**config.mk**
```make
export PLATFORM = sky130hd
export DESIGN_NAME = flop_stim_seq
export DESIGN_NICKNAME = d
export VERILOG_FILES = /design/src/rtl/flop_stim_seq.sv
export SDC_FILE = /design/constraint.sdc
export NUM_CORES = 1
export LEC_CHECK = 0
export CORE_MARGIN = 8
export CORE_UTILIZATION = 40
export DETAILED_ROUTE_END_ITERATION = 6
export GPL_TIMING_DRIVEN = 0
export PLACE_DENSITY_LB_ADDON = 0.2
export SYNTH_ARGS = -nofsm -noshare
export SYNTH_HDL_FRONTEND = slang
export SYNTH_SLANG_ARGS = --single-unit
```
**constraint.sdc**
```tcl
create_clock -name i_clk -period 5.76 [get_ports i_clk]
set_input_delay 1.44 -clock i_clk [delete_from_list [all_inputs] [get_ports i_clk]]
set_output_delay 1.44 -clock i_clk [all_outputs]
set_load 0.01 [all_outputs]
```
**src/rtl/flop_stim_seq.sv**
```systemverilog
// Stimulus sequencer for the flop-under-test chain: sync-reset pulse, async-reset
// pulse, then a pseudorandom data run of programmable length, with start/busy/done.
module flop_stim_seq #(
  parameter int          LEN_W       = 8,
  parameter int          SRST_CYCLES = 2,
  parameter int          ARST_CYCLES = 2,
  parameter logic [15:0] LFSR_SEED   = 16'hACE1
) (
  input  logic             i_clk,
  input  logic             i_srst,
  input  logic             i_start,
  input  logic [LEN_W-1:0] i_len,
  output logic             o_srst,
  output logic             o_arst,
  output logic             o_w,
  output logic             o_busy,
  output logic             o_done,
  output logic [LEN_W-1:0] o_cycle
);

  localparam int CNT_MAX = (SRST_CYCLES > ARST_CYCLES) ? SRST_CYCLES : ARST_CYCLES;
  localparam int CNT_W   = $clog2(CNT_MAX + 1);
  localparam logic [CNT_W-1:0] SRST_LAST = CNT_W'(SRST_CYCLES - 1);
  localparam logic [CNT_W-1:0] ARST_LAST = CNT_W'(ARST_CYCLES - 1);

  typedef enum logic [2:0] {
    IDLE,
    SRST,
    ARST,
    RUN,
    DONE
  } state_t;

  state_t           state;
  logic [CNT_W-1:0] cnt;
  logic [LEN_W-1:0] len_q;
  logic [15:0]      lfsr;

  function automatic logic [15:0] lfsr_next(input logic [15:0] v);
    return {1'b0, v[15:1]} ^ (v[0] ? 16'hB400 : 16'h0000);
  endfunction

  // Outputs are registered, so every branch sets what the *next* cycle shows.
  // lfsr therefore holds the value that feeds o_w in the upcoming RUN cycle.
  always_ff @(posedge i_clk) begin
    // NOTE: all sequential state uses non-blocking assignments so that every
    // register samples pre-edge values regardless of statement order.
    if (i_srst) begin
      state   <= IDLE;
      cnt     <= '0;
      len_q   <= '0;
      lfsr    <= LFSR_SEED;
      o_srst  <= 1'b0;
      o_arst  <= 1'b0;
      o_w     <= 1'b0;
      o_busy  <= 1'b0;
      o_done  <= 1'b0;
      o_cycle <= '0;
    end else begin
      o_srst <= 1'b0;
      o_arst <= 1'b0;
      o_w    <= 1'b0;
      o_done <= 1'b0;
      case (state)
        IDLE: begin
          if (i_start) begin
            state  <= SRST;
            len_q  <= i_len;
            lfsr   <= LFSR_SEED;
            cnt    <= '0;
            o_srst <= 1'b1;
            o_busy <= 1'b1;
          end
        end
        SRST: begin
          if (cnt == SRST_LAST) begin
            state  <= ARST;
            cnt    <= '0;
            o_arst <= 1'b1;
          end else begin
            cnt    <= cnt + 1'b1;
            o_srst <= 1'b1;
          end
        end
        ARST: begin
          if (cnt == ARST_LAST) begin
            cnt <= '0;
            if (len_q != '0) begin
              state   <= RUN;
              o_w     <= lfsr[0];
              lfsr    <= lfsr_next(lfsr);
              o_cycle <= '0;
            end else begin
              state  <= DONE;
              o_done <= 1'b1;
            end
          end else begin
            cnt    <= cnt + 1'b1;
            o_arst <= 1'b1;
          end
        end
        RUN: begin
          if (o_cycle == len_q - 1'b1) begin
            state   <= DONE;
            o_cycle <= '0;
            o_done  <= 1'b1;
          end else begin
            o_cycle <= o_cycle + 1'b1;
            o_w     <= lfsr[0];
            lfsr    <= lfsr_next(lfsr);
          end
        end
        DONE: begin
          state  <= IDLE;
          o_busy <= 1'b0;
        end
        default: begin
          state  <= IDLE;
          o_busy <= 1'b0;
        end
      endcase
    end
  end

endmodule

```
# Yosys cells after proc, flatten, opt, wreduce, memory -nomap -nowiden
# Cells that the tools add are included.
[word_totals]
regBits = 42
out_inout_bits = 13
elab_cells = 73
[op_classes]
n_addsub = 3
eq_ne = 11
n_mux = 34
n_bitwise = 2
n_reduce_logical = 13
[ops]
columns = ["operator", "count"]
rows = [
  ["$mux W16", 5],
  ["$pmux W16 S3", 1],
  ["$mux W8", 3],
  ["$pmux W8 S2", 1],
  ["$xor A15 B16 Y16", 1],
  ["$mux W3", 5],
  ["$ne A2 B2 Y1 const B", 6],
  ["$pmux W3 S4", 1],
  ["$mux W1", 10],
  ["$pmux W1 S2", 5],
  ["$add A8 B1 Y8 const B", 1],
  ["$eq A8 B8 Y1", 1],
  ["$reduce_bool A8 Y1", 1],
  ["$sub A8 B1 Y8 const B", 1],
  ["$eq A3 B2 Y1 const B", 2],
  ["$reduce_and A2 Y1", 3],
  ["$reduce_and A5 Y1", 1],
  ["$mux W2", 2],
  ["$pmux W2 S2", 1],
  ["$reduce_and A4 Y1", 1],
  ["$reduce_bool A2 Y1", 2],
  ["$eq A3 B1 Y1 const B", 1],
  ["$logic_not A3 Y1", 1],
  ["$reduce_and A3 Y1", 1],
  ["other kinds (6)", 6],
]

# Longest topological paths before layout
[logic_depth]
ltp_word = 5
depth_mapped = 11
depth_no_buf = 8

# Least setup slack after synthesis
# No wires, ideal clock.
[synth_timing]
path_type = "input-to-reg"
start = "in i_start"
end = "reg lfsr[11]"
arrival_time_ns = 2.306
slack_ns = 3.322
cell_stages = 6
path_buffers = 1
cell_sequence = "nand2b_1 -> a21oi_1 -> o21ai_2 -> buf_4 -> a211oi_1 -> o211ai_1"
[synth_via]
elab_chain_cells = 2
[synth_lines]
columns = ["item", "line", "text"]
rows = [
  ["from (decl)", "11", "input logic i_start,"],
  ["$ne A2 B2 Y1 (no source line)", "n/a", ""],
  ["$reduce_and A5 Y1 (no source line)", "n/a", ""],
  ["to (signal assigned)", "91", "lfsr <= lfsr_next(lfsr);"],
  ["to (signal assigned)", "110", "lfsr <= lfsr_next(lfsr);"],
  ["to (decl)", "37", "logic [15:0] lfsr;"],
]
# Every way passes these cells.
# A chain may end at the register's enable or synchronous reset.

# Worst setup path after layout
[layout_timing]
start = "in i_start"
end = "reg len_q[5]"
[layout_via]
elab_chain_cells = 1
[layout_lines]
columns = ["item", "line", "text"]
rows = [
  ["$reduce_and A2 Y1 (no source line)", "n/a", ""],
  ["to (signal assigned)", "68", "len_q <= i_len;"],
  ["to (decl)", "36", "logic [LEN_W-1:0] len_q;"],
]
# Every way passes these cells.

==> impl_table.tex <==
\begin{tabular}{lr}
\hline
Metric & Value \\
\hline
\multicolumn{2}{l}{\textbf{Pwr}} \\
\quad Sw Pwr & 0.213 mW \\
\quad Part of the power in registers & 0.475 \\
\quad Pwr/cell area & 244 nW/um\^{}2 \\
\quad Net Sw Frac & 0.317 \\
\quad Overall power of the completed layout & 0.673 mW \\
\quad Cell-internal power & 0.459 mW \\
\quad Worst VDD drop & 0.000165 V \\
\quad Gate power share & 0.257 \\
\quad Proportion of power drawn by the clock network & 0.268 \\
\quad Reported leakage power & 0.929 nW \\
\multicolumn{2}{l}{\textbf{Synthesis}} \\
\quad Cell count after synthesis & 291 \\
\quad Seq/Total Area, Yosys & 0.358 \\
\quad Number of synthesized flops with an enable pin & 0 \\
\quad Post-synth ARST share & 0 \\
\quad Synthesis-stage register bit count & 42 \\
\quad Number of unique standard cell types used by synthesis & 48 \\
\quad Most instantiated flip-flop cell in the synthesis netlist & sky130\_fd\_sc\_hd\_\_dfxtp\_1 \\
\quad Synthesized net count & 305 \\
\quad Avg Cell Area, Syn & 8.08 sq um \\
\quad Mapped Area & 2350 sq um \\
\quad Count of warnings emitted by yosys & 0 \\
\multicolumn{2}{l}{\textbf{Route}} \\
\quad Count of TritonRoute iterations in the first routing pass & 4 \\
\quad Detailed Route Iter0 Violations & 137 \\
\quad Aggregate routed wire length & 5.77 mm \\
\quad Vias per std cell & 5.45 \\
\quad WL/cell & 14.6 um \\
\quad Via total after detailed routing & 2158 \\
\quad Remaining DRCs & 0 \\
\quad Routed Antenna Nets & 0 \\
\multicolumn{2}{l}{\textbf{Placement}} \\
\quad Estimated wirelength of the detail-placed design & 4.19 mm \\
\quad Worst setup slack before clock tree synthesis & 2.53 ns \\
\quad IO Port Bufs & 23 \\
\quad Number of cells after detailed placement & 389 \\
\quad Cell Area, Placed & 2680 sq um \\
\quad Routability cong. & 0.854 \\
\multicolumn{2}{l}{\textbf{CTS}} \\
\quad Clock sinks & 42 \\
\quad CTS Buf Count & 5 \\
\quad Cts repair resizes & 0 \\
\quad Buffer levels on the longest clock path & 2 \\
\quad Clock Tree Root & sky130\_fd\_sc\_hd\_\_clkbuf\_8 \\
\quad Max H-tree Level & 2 \\
\quad Clock latency reported for the late side of the worst-skew pair & 0.29 ns \\
\quad Clock tree from TritonCTS & done \\
\quad Post-CTS setup buffer count & 0 \\
\quad Clock transition time at the flip-flop clock pins of the worst setup and hold paths & 0.08 ns \\
\quad Quantity of hold-fixing buffers added after cts & 0 \\
\multicolumn{2}{l}{\textbf{Setup path}} \\
\quad Startpoint of the most critical register-to-register path & len\_q[0] \\
\quad Maximum fanout count along the critical path & 8 \\
\quad R2R depth & 10 \\
\quad Worst path arrival time & 3.21 ns \\
\quad Worst Setup End Kind & flip-flop \\
\quad Reg2reg end & o\_cycle[1] \\
\quad Critical path data required time & 5.98 ns \\
\quad Setup slack of the worst register-to-register path & 3.31 ns \\
\quad Critical path startpoint category & input port \\
\quad Worst setup path class & in -> reg \\
\multicolumn{2}{l}{\textbf{Finish}} \\
\quad Total inserted antenna cells & 0 \\
\quad Final core utilization & 0.473 \\
\quad Fillcell total & 611 \\
\quad Fraction of final layout cells sized beyond drive strength 1 & 0.0623 \\
\quad Most used cells in the layout excluding fill and tap cells & 42 x sky130\_fd\_sc\_hd\_\_dfxtp\_1, 32 x sky130\_fd\_sc\_hd\_\_nor2\_1, 27 x sky130\_fd\_sc\_hd\_\_nand2\_1 \\
\quad Final standard cell area without fillers & 2750 sq um \\
\quad Final net count & 335 \\
\quad Final cell count without fillers & 396 \\
\quad Area growth, synth to finish & 17.0\% \\
\quad Most common cell after layout, fill and taps aside & sky130\_fd\_sc\_hd\_\_dfxtp\_1 \\
\multicolumn{2}{l}{\textbf{Floorplanning}} \\
\quad Vertical extent of the die & 92.7 um \\
\quad Std cell rows & 28 \\
\quad Die Span X & 92.7 um \\
\quad Initial standard-cell utilization of the core & 0.404 \\
\quad CORE AREA & 5820 sq um \\
\quad Die footprint & 8590 sq um \\
\quad Total I/O pin count & 24 \\
\multicolumn{2}{l}{\textbf{Status}} \\
\quad Status & completed \\
\multicolumn{2}{l}{\textbf{Job}} \\
\quad Number of violations of the max-capacitance limit & 0 \\
\multicolumn{2}{l}{\textbf{Timing}} \\
\quad Post-route clock period utilization & 0.520 \\
\quad Period minus WS final & 2.99 ns \\
\quad Setup TNS Final & 0 ns \\
\quad Highest achievable clock rate & 334 MHz \\
\quad RSZ-0062 raised after global routing & no \\
\quad Number of max-slew violations in the final report & 0 \\
\quad Slew of the pin with the lowest slew margin & 1.09 ns \\
\quad Max\_slew headroom & 0.267 \\
\quad Worst Clk Skew & 0.00829 ns \\
\quad Hold slack & 0.480 ns \\
\quad Hold Vio Cnt, Final & 0 \\
\quad Final worst slack & 2.77 ns \\
\quad Finish-stage setup viols & 0 \\
\multicolumn{2}{l}{\textbf{Hold path}} \\
\quad Worst-case hold path end point & o\_busy \\
\quad Worst hold path type & reg -> reg \\
\quad Startpoint of the lowest-slack hold path & o\_busy \\
\quad Number of instances on the worst hold path & 2 \\
\multicolumn{2}{l}{\textbf{Global routing}} \\
\quad Number of antenna violations at the first check in global routing & 0 \\
\quad Remaining global-route overflow & 0 \\
\quad GR Util All Layers & 0.142 \\
\quad Number of global-route vias before repair & 2042 \\
\quad Wire length of the first global-routing pass & 9.94 mm \\
\quad Pin count of the biggest net entering global routing & 12 \\
\hline
\end{tabular}
-- cell usage after synthesis (2+ instances only) --
cell,number,share of area
sky130_fd_sc_hd__nor3_1,8,0.017
sky130_fd_sc_hd__nor3b_1,2,0.0064
sky130_fd_sc_hd__buf_6,3,0.014
sky130_fd_sc_hd__o32ai_1,5,0.019
sky130_fd_sc_hd__ha_1,3,0.016
sky130_fd_sc_hd__o21ai_0,6,0.013
sky130_fd_sc_hd__and2_1,4,0.011
sky130_fd_sc_hd__a21oi_2,2,0.0075
sky130_fd_sc_hd__nor2_1,32,0.051
sky130_fd_sc_hd__a21oi_1,22,0.047
sky130_fd_sc_hd__nand3_1,11,0.023
sky130_fd_sc_hd__a211oi_1,16,0.051
sky130_fd_sc_hd__o211ai_1,8,0.026
sky130_fd_sc_hd__nand4_1,2,0.0053
sky130_fd_sc_hd__buf_2,2,0.0043
sky130_fd_sc_hd__or3_1,2,0.0053
sky130_fd_sc_hd__o22ai_1,3,0.0080
sky130_fd_sc_hd__nand2b_1,13,0.035
sky130_fd_sc_hd__buf_4,2,0.0064
sky130_fd_sc_hd__a311oi_1,2,0.0075
sky130_fd_sc_hd__a221oi_1,2,0.0075
sky130_fd_sc_hd__xnor2_1,13,0.048
sky130_fd_sc_hd__dfxtp_1,42,0.36
sky130_fd_sc_hd__xor2_1,6,0.022
sky130_fd_sc_hd__nand2_1,27,0.043
sky130_fd_sc_hd__nor2b_1,5,0.013
sky130_fd_sc_hd__and4_1,2,0.0075
sky130_fd_sc_hd__o2111ai_1,2,0.0075
sky130_fd_sc_hd__o21ai_2,2,0.0075
sky130_fd_sc_hd__clkbuf_1,11,0.018
sky130_fd_sc_hd__inv_1,9,0.014
sky130_fd_sc_hd__a31oi_1,4,0.011
sky130_fd_sc_hd__buf_1,2,0.0032
sky130_fd_sc_hd__and3_1,2,0.0053
-- power by group through the flow --
stage               registers, mW  logic [mW]  clock network (mW)
floorplan                   0.324       0.127                   0
global placement            0.326       0.170                   0
detailed placement          0.326       0.172                   0
CTS                         0.320       0.172               0.185
global route                0.322       0.193               0.199
finish                      0.320       0.173               0.180
-- critical path, cell delays in order --
cell and delay (ns):
sky130_fd_sc_hd__clkdlybuf4s50_1 0.50, sky130_fd_sc_hd__nand2b_1 0.13, sky130_fd_sc_hd__nor3_1 0.85, sky130_fd_sc_hd__nand2_1 0.14, sky130_fd_sc_hd__a21oi_1 0.15
-- cell families after synthesis --
| kind of cell | after synthesis | synth area share |
|---|---|---|
| simple gates | 115 | 0.246 |
| mux | 1 | 0.00426 |
| compound gates | 82 | 0.245 |
| flops | 42 | 0.358 |
| xor+xnor | 19 | 0.0708 |
| fa+ha+maj | 3 | 0.0160 |
| buf+inv | 29 | 0.0601 |
-- how the worst max path moves through the flow --
stage	start	to	slack, ns	depth (start not counted)
after floorplan	i_start	lfsr[11]	3.32	6
after global placement	i_start	len_q[5]	2.52	5
after detailed placement	i_start	len_q[5]	2.53	5
after CTS	i_start	len_q[5]	2.82	5
after global routing	i_start	len_q[2]	2.58	5
final	i_start	len_q[5]	2.77	5
-- area by class of cell --
cell class,instances,area (sq um),share of cell area
Clock buffer,7,76.3,0.0277
Tap cell,75,93.8,0.0341
Timing Repair Buffer,23,230,0.0837
Sequential cell,42,841,0.306
Inverter,9,33.8,0.0123
Buffer,20,108,0.0391
Multi-Input combinational cell,220,1370,0.497
-- registers in the layout (all words and copies together) (netlist names) --
signal	cells
lfsr	16
len_q	8
o_cycle	8
state	3
cnt	2
o_arst	1
o_busy	1
o_done	1
o_srst	1
o_w	1
-- per-layer routing --
metal	global-route usage	up-vias	part of all wire
li1	-	1094	-
met1	0.198	1021	0.52
met2	0.209	36	0.43
met3	0.0356	7	0.033
met4	0.0403	0	0.010
met5	0	-	0
No activity file was read; power rests on OpenSTA's default activity.
